[config.mk]
export PLATFORM = sky130hd
export DESIGN_NAME = multicycle_controller_flat
export DESIGN_NICKNAME = d
export VERILOG_FILES = /design/src/rtl/riscv_pkg.sv /design/src/rtl/multicycle_controller_if.sv /design/src/rtl/mc_wait_timer.sv /design/src/rtl/multicycle_controller.sv /design/src/flat_wrapper.sv
export SDC_FILE = /design/constraint.sdc
export NUM_CORES = 1
export LEC_CHECK = 0
export ABC_AREA = 0
export BUFFER_PORTS_ARGS = -buffer_cell sky130_fd_sc_hd__buf_2
export CAP_MARGIN = 40
export CORE_ASPECT_RATIO = 1.1
export CORE_MARGIN = 10
export CORE_UTILIZATION = 55
export CTS_CLUSTER_SIZE = 24
export DETAILED_ROUTE_END_ITERATION = 8
export GPL_ROUTABILITY_DRIVEN = 1
export PLACE_DENSITY_LB_ADDON = 0.15
export SETUP_SLACK_MARGIN = 0.4
export SYNTH_ARGS = -nofsm -noshare
export SYNTH_HDL_FRONTEND = slang
export SYNTH_HIERARCHICAL = 1
export SYNTH_SLANG_ARGS = --single-unit
[constraint.sdc]
create_clock -name clk -period 5.7 [get_ports clk]
set_clock_uncertainty 0.15 [all_clocks]
set_input_delay 0.57 -clock clk [delete_from_list [all_inputs] [get_ports clk]]
set_output_delay 0.57 -clock clk [all_outputs]
set_load 0.005 [all_outputs]
[src/rtl/riscv_pkg.sv]
// Shared RV32I definitions: opcodes, ALUOp encodings, controller state and op class.
package riscv_pkg;

    localparam logic [6:0] OP_R_TYPE = 7'b0110011;
    localparam logic [6:0] OP_I_TYPE = 7'b0010011;
    localparam logic [6:0] OP_LW     = 7'b0000011;
    localparam logic [6:0] OP_SW     = 7'b0100011;
    localparam logic [6:0] OP_BR     = 7'b1100011;
    localparam logic [6:0] OP_JAL    = 7'b1101111;
    localparam logic [6:0] OP_JALR   = 7'b1100111;

    localparam logic [1:0] ALUOP_MEM   = 2'b00;
    localparam logic [1:0] ALUOP_BR    = 2'b01;
    localparam logic [1:0] ALUOP_ARITH = 2'b10;
    localparam logic [1:0] ALUOP_JUMP  = 2'b11;

    typedef enum logic [2:0] {
        S_FETCH  = 3'd0,
        S_DECODE = 3'd1,
        S_EXEC   = 3'd2,
        S_MEM    = 3'd3,
        S_WB     = 3'd4,
        S_TRAP   = 3'd5
    } state_e;

    // CLS_NONE doubles as the reset value and the "unknown opcode" result.
    typedef enum logic [2:0] {
        CLS_NONE = 3'd0,
        CLS_R    = 3'd1,
        CLS_I    = 3'd2,
        CLS_LW   = 3'd3,
        CLS_SW   = 3'd4,
        CLS_BR   = 3'd5,
        CLS_JAL  = 3'd6,
        CLS_JALR = 3'd7
    } op_class_e;

    function automatic op_class_e classify(input logic [6:0] opcode);
        case (opcode)
            OP_R_TYPE: return CLS_R;
            OP_I_TYPE: return CLS_I;
            OP_LW:     return CLS_LW;
            OP_SW:     return CLS_SW;
            OP_BR:     return CLS_BR;
            OP_JAL:    return CLS_JAL;
            OP_JALR:   return CLS_JALR;
            default:   return CLS_NONE;
        endcase
    endfunction

    function automatic logic [1:0] class_aluop(input op_class_e cls);
        case (cls)
            CLS_LW, CLS_SW:   return ALUOP_MEM;
            CLS_BR:           return ALUOP_BR;
            CLS_R, CLS_I:     return ALUOP_ARITH;
            CLS_JAL, CLS_JALR: return ALUOP_JUMP;
            default:          return ALUOP_MEM;
        endcase
    endfunction

    function automatic logic class_alusrc(input op_class_e cls);
        return (cls == CLS_LW) || (cls == CLS_SW) || (cls == CLS_I);
    endfunction

endpackage

[src/rtl/multicycle_controller_if.sv]
// Control/handshake bundle between the multi-cycle controller and its datapath.
// Handshake: IMemReq/MemRead/MemWrite act as valid and are held until the
// matching ready is high; a transfer completes in the cycle both are high.
// Ready inputs are ignored in every state that does not wait on them.
interface multicycle_controller_if;
    logic [6:0] Opcode;
    logic       imem_ready;
    logic       dmem_ready;
    logic       IMemReq;
    logic       IRWrite;
    logic       PCWrite;
    logic       ALUSrc;
    logic       MemtoReg;
    logic       RegWrite;
    logic       MemRead;
    logic       MemWrite;
    logic [1:0] ALUOp;
    logic       Branch;
    logic       JalrSel;
    logic       Retire;
    logic       Illegal;
    logic       Timeout;
    logic [2:0] State;

    modport master (
        input  Opcode, imem_ready, dmem_ready,
        output IMemReq, IRWrite, PCWrite, ALUSrc, MemtoReg, RegWrite,
               MemRead, MemWrite, ALUOp, Branch, JalrSel, Retire,
               Illegal, Timeout, State
    );

    modport slave (
        output Opcode, imem_ready, dmem_ready,
        input  IMemReq, IRWrite, PCWrite, ALUSrc, MemtoReg, RegWrite,
               MemRead, MemWrite, ALUOp, Branch, JalrSel, Retire,
               Illegal, Timeout, State
    );
endinterface

[src/rtl/mc_wait_timer.sv]
// Counts consecutive memory wait cycles; expired flags the last allowed wait cycle.
module mc_wait_timer #(
    parameter int MEM_TIMEOUT = 15
) (
    input  logic clk,
    input  logic reset,
    input  logic clear,
    input  logic waiting,
    output logic expired
);
    localparam int CW        = (MEM_TIMEOUT > 0) ? $clog2(MEM_TIMEOUT + 1) : 1;
    localparam int LIMIT_INT = (MEM_TIMEOUT > 0) ? MEM_TIMEOUT - 1 : 0;
    localparam logic [CW-1:0] LIMIT = CW'(LIMIT_INT);

    logic [CW-1:0] count_d, count_q;

    // count_q holds the number of earlier wait cycles, so the current cycle is
    // wait number count_q+1; expiry fires on wait number MEM_TIMEOUT.
    always_comb begin
        count_d = count_q;
        if (clear) begin
            count_d = '0;
        end else if (waiting && (count_q != LIMIT)) begin
            count_d = count_q + CW'(1);
        end
    end

    always_ff @(posedge clk) begin
        if (reset) begin
            count_q <= '0;
        end else begin
            count_q <= count_d;
        end
    end

    assign expired = (MEM_TIMEOUT > 0) && waiting && (count_q == LIMIT);
endmodule

[src/rtl/multicycle_controller.sv]
// Multi-cycle RV32I sequencer: FETCH/DECODE/EXEC/MEM/WB with memory wait
// handshakes, wait timeout and illegal-opcode trap.
module multicycle_controller
    import riscv_pkg::*;
#(
    parameter int MEM_TIMEOUT = 15
) (
    input  logic clk,
    input  logic reset,
    multicycle_controller_if.master bus
);
    state_e    state_d, state_q;
    op_class_e class_d, class_q;
    logic      illegal_d, illegal_q;
    logic      timeout_d, timeout_q;
    logic      waiting, expired, clear;

    logic       imem_req, ir_write, pc_write, alu_src, mem_to_reg, reg_write;
    logic       mem_read, mem_write, branch, jalr_sel, retire;
    logic [1:0] alu_op;

    assign waiting = ((state_q == S_FETCH) && !bus.imem_ready) ||
                     ((state_q == S_MEM)   && !bus.dmem_ready);
    assign clear   = (state_d != state_q);

    mc_wait_timer #(.MEM_TIMEOUT(MEM_TIMEOUT)) u_wait_timer (
        .clk     (clk),
        .reset   (reset),
        .clear   (clear),
        .waiting (waiting),
        .expired (expired)
    );

    always_comb begin
        state_d   = state_q;
        class_d   = class_q;
        illegal_d = illegal_q;
        timeout_d = timeout_q;
        case (state_q)
            S_FETCH: begin
                if (bus.imem_ready) begin
                    state_d = S_DECODE;
                end else if (expired) begin
                    state_d   = S_TRAP;
                    timeout_d = 1'b1;
                end
            end
            S_DECODE: begin
                class_d = classify(bus.Opcode);
                if (class_d == CLS_NONE) begin
                    state_d   = S_TRAP;
                    illegal_d = 1'b1;
                end else begin
                    state_d = S_EXEC;
                end
            end
            S_EXEC: begin
                case (class_q)
                    CLS_BR:         state_d = S_FETCH;
                    CLS_LW, CLS_SW: state_d = S_MEM;
                    default:        state_d = S_WB;
                endcase
            end
            S_MEM: begin
                if (bus.dmem_ready) begin
                    state_d = (class_q == CLS_LW) ? S_WB : S_FETCH;
                end else if (expired) begin
                    state_d   = S_TRAP;
                    timeout_d = 1'b1;
                end
            end
            S_WB:    state_d = S_FETCH;
            S_TRAP:  state_d = S_TRAP;
            default: state_d = S_FETCH;
        endcase
    end

    always_ff @(posedge clk) begin
        if (reset) begin
            state_q   <= S_FETCH;
            class_q   <= CLS_NONE;
            illegal_q <= 1'b0;
            timeout_q <= 1'b0;
        end else begin
            state_q   <= state_d;
            class_q   <= class_d;
            illegal_q <= illegal_d;
            timeout_q <= timeout_d;
        end
    end

    // Reset gates the whole decode so nothing pulses for an aborted instruction.
    always_comb begin
        imem_req   = 1'b0;
        ir_write   = 1'b0;
        pc_write   = 1'b0;
        alu_src    = 1'b0;
        mem_to_reg = 1'b0;
        reg_write  = 1'b0;
        mem_read   = 1'b0;
        mem_write  = 1'b0;
        alu_op     = ALUOP_MEM;
        branch     = 1'b0;
        jalr_sel   = 1'b0;
        retire     = 1'b0;
        if (!reset) begin
            case (state_q)
                S_FETCH: begin
                    imem_req = 1'b1;
                    ir_write = bus.imem_ready;
                end
                S_EXEC: begin
                    alu_op  = class_aluop(class_q);
                    alu_src = class_alusrc(class_q);
                    if (class_q == CLS_BR) begin
                        branch   = 1'b1;
                        pc_write = 1'b1;
                        retire   = 1'b1;
                    end
                end
                S_MEM: begin
                    alu_op    = class_aluop(class_q);
                    alu_src   = class_alusrc(class_q);
                    mem_read  = (class_q == CLS_LW);
                    mem_write = (class_q == CLS_SW);
                    if ((class_q == CLS_SW) && bus.dmem_ready) begin
                        pc_write = 1'b1;
                        retire   = 1'b1;
                    end
                end
                S_WB: begin
                    alu_op     = class_aluop(class_q);
                    alu_src    = class_alusrc(class_q);
                    reg_write  = 1'b1;
                    pc_write   = 1'b1;
                    retire     = 1'b1;
                    mem_to_reg = (class_q == CLS_LW);
                    branch     = (class_q == CLS_JAL);
                    jalr_sel   = (class_q == CLS_JALR);
                end
                default: ;
            endcase
        end
    end

    assign bus.IMemReq  = imem_req;
    assign bus.IRWrite  = ir_write;
    assign bus.PCWrite  = pc_write;
    assign bus.ALUSrc   = alu_src;
    assign bus.MemtoReg = mem_to_reg;
    assign bus.RegWrite = reg_write;
    assign bus.MemRead  = mem_read;
    assign bus.MemWrite = mem_write;
    assign bus.ALUOp    = alu_op;
    assign bus.Branch   = branch;
    assign bus.JalrSel  = jalr_sel;
    assign bus.Retire   = retire;
    assign bus.Illegal  = !reset && illegal_q;
    assign bus.Timeout  = !reset && timeout_q;
    assign bus.State    = reset ? 3'd0 : state_q;
endmodule

[src/flat_wrapper.sv]
// flat-port wrapper written by rule: the top's interface ports become plain ports
module multicycle_controller_flat import riscv_pkg::*;
#(
    parameter int MEM_TIMEOUT = 15
)
  (clk, reset, bus_Opcode, bus_imem_ready, bus_dmem_ready, bus_IMemReq, bus_IRWrite, bus_PCWrite, bus_ALUSrc, bus_MemtoReg, bus_RegWrite, bus_MemRead, bus_MemWrite, bus_ALUOp, bus_Branch, bus_JalrSel, bus_Retire, bus_Illegal, bus_Timeout, bus_State);
  multicycle_controller_if bus_i ();
  input  logic clk;
  input  logic reset;
  input wire logic [$bits(bus_i.Opcode)-1:0] bus_Opcode;
  input wire logic [$bits(bus_i.imem_ready)-1:0] bus_imem_ready;
  input wire logic [$bits(bus_i.dmem_ready)-1:0] bus_dmem_ready;
  output wire logic [$bits(bus_i.IMemReq)-1:0] bus_IMemReq;
  output wire logic [$bits(bus_i.IRWrite)-1:0] bus_IRWrite;
  output wire logic [$bits(bus_i.PCWrite)-1:0] bus_PCWrite;
  output wire logic [$bits(bus_i.ALUSrc)-1:0] bus_ALUSrc;
  output wire logic [$bits(bus_i.MemtoReg)-1:0] bus_MemtoReg;
  output wire logic [$bits(bus_i.RegWrite)-1:0] bus_RegWrite;
  output wire logic [$bits(bus_i.MemRead)-1:0] bus_MemRead;
  output wire logic [$bits(bus_i.MemWrite)-1:0] bus_MemWrite;
  output wire logic [$bits(bus_i.ALUOp)-1:0] bus_ALUOp;
  output wire logic [$bits(bus_i.Branch)-1:0] bus_Branch;
  output wire logic [$bits(bus_i.JalrSel)-1:0] bus_JalrSel;
  output wire logic [$bits(bus_i.Retire)-1:0] bus_Retire;
  output wire logic [$bits(bus_i.Illegal)-1:0] bus_Illegal;
  output wire logic [$bits(bus_i.Timeout)-1:0] bus_Timeout;
  output wire logic [$bits(bus_i.State)-1:0] bus_State;
  assign bus_i.Opcode = bus_Opcode;
  assign bus_i.imem_ready = bus_imem_ready;
  assign bus_i.dmem_ready = bus_dmem_ready;
  assign bus_IMemReq = bus_i.IMemReq;
  assign bus_IRWrite = bus_i.IRWrite;
  assign bus_PCWrite = bus_i.PCWrite;
  assign bus_ALUSrc = bus_i.ALUSrc;
  assign bus_MemtoReg = bus_i.MemtoReg;
  assign bus_RegWrite = bus_i.RegWrite;
  assign bus_MemRead = bus_i.MemRead;
  assign bus_MemWrite = bus_i.MemWrite;
  assign bus_ALUOp = bus_i.ALUOp;
  assign bus_Branch = bus_i.Branch;
  assign bus_JalrSel = bus_i.JalrSel;
  assign bus_Retire = bus_i.Retire;
  assign bus_Illegal = bus_i.Illegal;
  assign bus_Timeout = bus_i.Timeout;
  assign bus_State = bus_i.State;
  multicycle_controller #(.MEM_TIMEOUT(MEM_TIMEOUT)) u_core (.clk(clk), .reset(reset), .bus(bus_i));
endmodule
== Word-level counts from Yosys, hierarchy flattened ==
Cells that the tools add are included.
Widths: inputs -> output; s select.
Storage, ports and cells
  register bits: 12
  bits of input ports: 11
  output and inout port bits: 18
  logic and storage cells: 92
Cells by class
  add/sub/neg operators: 1
  equal/unequal tests: 24
  muxes and demuxes: 39
  reduce and logical (&&, ||, !) cells: 23
Operators with widths (number)
  $mux 1: 23
  $eq 7x7->1 const B: 3
  $mux 3: 7
  $pmux 3 s7: 1
  $eq 3x3->1 const B: 6
  $pmux 3 s5: 1
  $eq 7x6->1 const B: 2
  $eq 3x2->1 const B: 4
  $reduce_or 2->1: 4
  $eq 7x2->1 const B: 1
  $eq 7x5->1 const B: 1
  $logic_and 1x1->1: 7
  $eq 3x1->1 const B: 2
  $logic_not 3->1: 2
  $pmux 2 s3: 1
  $pmux 3 s2: 1
  $add 4x1->4 const B: 1
  $eq 4x4->1 const B: 1
  $mux 2: 2
  $ne 2x2->1 const B: 2
  $ne 4x4->1 const B: 1
  $pmux 1 s2: 2
  $logic_not 1->1: 3
  $logic_or 1x1->1: 3
  6 further kinds: 6

== Logic depth before layout (Yosys ltp) ==
  depth in word-level cells: 9
  depth in mapped cells: 10
  depth with buffers taken out: 8

== Hierarchy ==
The synthesis kept the hierarchy.
By module, submodules not included
  multicycle_controller: instances 1, cells an instance 111, area an instance 790.8 um^2, seq. area each 160.2 um^2
  mc_wait_timer: instances 1, cells an instance 23, area an instance 216.5 um^2, seq. area each 80.1 um^2

== Worst setup path before layout ==
OpenSTA, ideal clock, no wires.
  path kind: input to register
  start: input bus_imem_ready
  end: register u_core.u_wait_timer.count_q[0]
  arrival: 2.346 ns
  data required time: 5.435 ns
  path slack: 3.088 ns
  stages on the path: 8
  buffers on the path: 0
  path through: or3_1 -> a21oi_1 -> and4_2 -> nor4_1 -> a21oi_1 -> a2bb2oi_1 -> nor3_1 -> a31o_1
Between the ends
  word-level cells in the longest chain between the ends: 9
  elaborated cells on any way between the ends: 11
  those cells by class: eq/ne (1); mux (4); reduce/logical (6)
Ends and longest elaborated chain
  start, declared: line flat_wrapper.sv:11  | input wire logic [$bits(bus_i.imem_ready)-1:0] bus_imem_ready;
  $logic_not 1->1 (*): line multicycle_controller.sv:22  | assign waiting = ((state_q == S_FETCH) && !bus.imem_ready) ||
  $logic_and 1x1->1 (*): line multicycle_controller.sv:22
  $logic_or 1x1->1 (*): line multicycle_controller.sv:22
  via u_core.waiting: line multicycle_controller.sv:16  | logic waiting, expired, clear;
  $logic_and 1x1->1 (*): line mc_wait_timer.sv:36  | assign expired = (MEM_TIMEOUT > 0) && waiting && (count_q == LIMIT);
  via u_core.expired: line multicycle_controller.sv:16
  $mux 3 (*): line multicycle_controller.sv:43, multicycle_controller.sv:67
  $mux 3 (on tied branches): line multicycle_controller.sv:65, multicycle_controller.sv:41
  $pmux 3 s5 (*): line multicycle_controller.sv:39  | case (state_q)
  $ne 3x3->1 (*): line multicycle_controller.sv:24  | assign clear = (state_d != state_q);
  via u_core.clear: line multicycle_controller.sv:16
  $reduce_or 2->1 (no source line) (*)
  end signal, assigned: line mc_wait_timer.sv:32  | count_q <= count_d;
  end, declared: line mc_wait_timer.sv:15  | logic [CW-1:0] count_d, count_q;
The timed path passes the listed nets; every way through them passes the cells marked *.
A chain may end at the register's enable or synchronous reset.

== Final worst setup path ==
  start: register u_core.state_q[0]
  end: register u_core.u_wait_timer.count_q[0]
Between the ends
  word-level cells in the longest chain between the ends: 9
  elaborated cells on any way between the ends: 16
  those cells by class: eq/ne (5); mux (4); reduce/logical (7)
Ends and longest elaborated chain
  start, declared: line multicycle_controller.sv:12  | state_e state_d, state_q;
  start signal, assigned: line multicycle_controller.sv:85  | state_q <= state_d;
  $eq 3x2->1 / $logic_not 3->1 (equally long branches): line multicycle_controller.sv:23, multicycle_controller.sv:22
  $logic_and 1x1->1 (on tied branches): line multicycle_controller.sv:23, multicycle_controller.sv:22
  $logic_or 1x1->1 (*): line multicycle_controller.sv:22
  via u_core.waiting: line multicycle_controller.sv:16
  $logic_and 1x1->1 (*): line mc_wait_timer.sv:36
  via u_core.expired: line multicycle_controller.sv:16
  $mux 3 (*): line multicycle_controller.sv:43, multicycle_controller.sv:67
  $mux 3 (on tied branches): line multicycle_controller.sv:65, multicycle_controller.sv:41
  $pmux 3 s5 (*): line multicycle_controller.sv:39
  $ne 3x3->1 (*): line multicycle_controller.sv:24
  via u_core.clear: line multicycle_controller.sv:16
  $reduce_or 2->1 (no source line) (*)
Marked as above.

==> results <==
- In the final timing run, aggregate negative setup slack is 0 ns.
- Summed over all nets, the switching power comes to 57.9 µW.
- The area growth from synthesis to layout is 14.8%.
- The number of antenna diodes in the final layout is 0.
- The critical path required time is 5.72 ns.
- The share of synthesized flip-flops with an asynchronous set or reset is 0%.
- The tightest slew margin relative to the limit is 57.9%.
- The final number of hold-violating endpoints is 0.
- The fraction of layout instances using a drive strength above 1 is 24.4%.
- The via count of the first global-routing pass is 927.
- Using the TritonRoute via totals, the vias-per-cell ratio works out to 6.10.
- For this design, the sink count on the clock tree is 12.
- The sequential element share of the synthesized area is 23.9%.
- The most common flop cell mapped by yosys is dfxtp_1.
- After floorplanning, the core was divided into 16 placement rows.
- The internal power is 143 µW.
- The share of power burned in the clock network is 33.3%.
- The count of yosys warnings during synthesis is 6.
- The number of max-cap violations is 0.
- The number of flops mapped to enable cells by yosys is 0.
- The clock-pin transition on the worst setup and hold timing paths is 0.08 ns.
- The largest net degree at the start of global routing is 24.
- For this configuration, the core starts out at a cell density of 57.2%.
- The first detailed-routing pass ran for 4 iterations.
- Wires add up to 2.51 mm.
- The final critical-path required period is 2.99 ns.
- The number of gates resized after CTS is 0.
- The first-pass GRT wire length is 4.06 mm.
- The most frequent cell after synthesis is a21oi_1.
- The sort of element at the start of the critical path is a flop.
- The total overflow left after global routing is 0.
- In the final design database the tool counted 170 nets.
- Power spread over the standard cell area amounts to 174 mW/mm².
- The clock tree buffer depth is 2.
- In this run the cell area measured after placement is 0.00112 mm².
- Across every metal layer, demand over resource in global routing totals 12.5%.
- The H-tree level count is 1.
- Sequential cells burn 46.4% of the power.
- The number of slew-limit violations in the final report is 0.
- Yosys attributes the largest share of cell area to dfxtp_1 24%, a21oi_1 8.4%, nor2_1 3.7%, nand2b_1 3.1%, nor2b_1 3.1%.
- During I/O placement, the number of pins put on the boundary was 29.
- Net switching is 28.8% of the power.
- The share of the synthesized area in the top cell type is 23.9%.
- The die is 60.8 µm wide.
- TritonCTS built the clock tree.
- The flow ran to the end, and the final reports show no timing, DRC or antenna violations.
- Port buffering added 28 buffers.
- The number of buffers inserted to repair setup after CTS is 0.
- The detail route stage leaves a number of antenna-violating nets equal to 0.
- The worst min-delay path class is reg -> reg.
- At the pin with the least slew margin, the transition time is 0.631 ns.
- The final cell count without fillers is 174.
- Data on the critical path arrives at its endpoint at 3.01 ns.
- Setup repair after global routing left no endpoint under its margin.
- The number of failing setup endpoints in the final timing report is 0.
- The leakage power is 0.000450 µW.
- The largest fanout on the critical path is 18.
- In this run the vertical extent of the chip is 64.9 µm.
- By count the netlist is led by 17 x a21oi_1, 12 x dfxtp_1, 10 x nor2_1, 7 x nand2_1, 6 x nor3_1.
- Dividing the final minimum period by the clock period gives 52.4%.
- The number of cells produced by synthesis is 134.
- The share of total power dissipated in combinational logic is 20.4%.
- STA classifies the critical path endpoint as a flop.
- The congestion estimate from routability-driven global placement came to 0.796.
- The total of flip-flops plus latches after synthesis is 12.
- The HPWL after detailed placement is 1.95 mm.
- Counting every net in the synthesized netlist gives 147.
- The number of antenna violations at the first check in global routing was 0.
- The worst-case vdd ir drop is 0.122 mV.
- The placed cell count is 170.
- The total of hold buffers inserted after clock tree synthesis is 0.
- The cell chosen for the clock root is clkbuf_4.
- The synthesized netlist contains 47 unique library cells.
- Summing every instance area after synthesis gives 0.00101 mm².
- The total core area is 0.00176 mm².
- The critical path in this run is classified as reg -> reg.
- The synthesized area per cell is 7.52 µm².
- The insertion delay to the later sink of the worst-skew pair is 0.27 ns.
- The die covers 0.00394 mm².
- The number of clock buffers added by TritonCTS is 3.
- The detailed router finished its first iteration with 29 violations.
- The total chip power is 201 µW.
- In the routed design, unresolved DRC markers number 0.
- The library cell occupying the most area in the post-synthesis netlist is dfxtp_1.
- The detailed-route wire length per cell is 14.4 µm.
- The finished cells cover 0.00116 mm².
- The post-route core utilization is 65.6%.
- Derived from the worst setup path, the maximum achievable clock frequency is 335 MHz.
- The routed layout has 1,061 vias.
registers in the layout, indices dropped and copies added (netlist names):
signal	cells
u_core/class_q	3
u_core/illegal_q	1
u_core/state_q	3
u_core/timeout_q	1
u_core/u_wait_timer/count_q	4
area by class of cell:
type | count | area [µm²]
Clock buffer | 4 | 36.3
Fill cell | 164 | 606
Inverter | 5 | 18.8
Multi-Input combinational cell | 107 | 698
Sequential cell | 12 | 240
Tap cell | 18 | 22.5
Timing Repair Buffer | 28 | 140
placed cells by master, fill, tap and decap left out, types with 2 or more instances in the layout:
cell type,n
ha_1,2
nand4_1,2
clkbuf_4,3
nand3b_1,3
nor2b_1,5
o21ai_0,5
nand2b_1,5
a21oi_1,17
nor4_1,5
a21o_1,3
a2111oi_1,2
o31ai_1,2
dfxtp_1,12
nand2_1,7
buf_2,28
nor3_1,6
or3b_1,2
inv_1,5
or3_1,3
nand3_1,3
nor2_1,10
worst max-delay path, stage by stage (launching register included):
cell and delay (ns):
dfxtp_1 0.48, or3_1 0.42, a21oi_1 0.53, and4_2 0.37, nor4_1 0.06, a21oi_1 0.14, a2bb2oi_1 0.39, a2111oi_1 0.12
a31o_1 0.22
path summary, 6_finish.rpt:
check                          from                             end  slack (ns)  cells past startpoint
setup / recovery  u_core/state_q[0]  u_core/u_wait_timer/count_q[0]        2.71                      8
hold / removal     u_core/illegal_q                u_core/illegal_q        0.32                      2
setup reg to reg  u_core/state_q[0]  u_core/u_wait_timer/count_q[0]        2.71                      8
hold reg to reg    u_core/illegal_q                u_core/illegal_q        0.32                      2
per-layer routing:
metal	up-vias	part of all wire (%)	track usage, %
met4	0	1.3	5.77
met2	39	46	19.9
met5	-	0	0
li1	540	-	-
met1	478	43	14.6
met3	4	9.2	3.90
through the flow:
| step | hold slack (ns) | setup slack, ns |
|---|---|---|
| 6_report | 0.319 | 2.71 |
| 3_5_place_dp | 0.308 | 2.67 |
| 4_1_cts | 0.329 | 2.81 |
| 5_1_grt | 0.358 | 2.52 |
| 2_1_floorplan | 0.279 | 3.09 |
| 3_3_place_gp | 0.296 | 2.77 |
power groups by stage:
stage / Combinational (µW) / Clock (µW) / Sequential [µW]
after global placement: 39.4 / 0 / 94.8
after detailed placement: 40.7 / 0 / 94.9
after global routing: 45.8 / 72.4 / 94.3
final: 41.0 / 66.9 / 93.2
after floorplan: 33.1 / 0 / 90.1
after CTS: 40.9 / 69.2 / 93.0
logic make-up after synthesis:
kind of cell,after synthesis,share of synthesized area [%]
buf+inv,15,6.83
xor+xnor,2,1.74
fa+ha+maj,2,2.48
compound gates,39,27.0
mux,1,0.994
simple gates,63,37.1
flops,12,23.9
(Power assumes the default switching activity.)
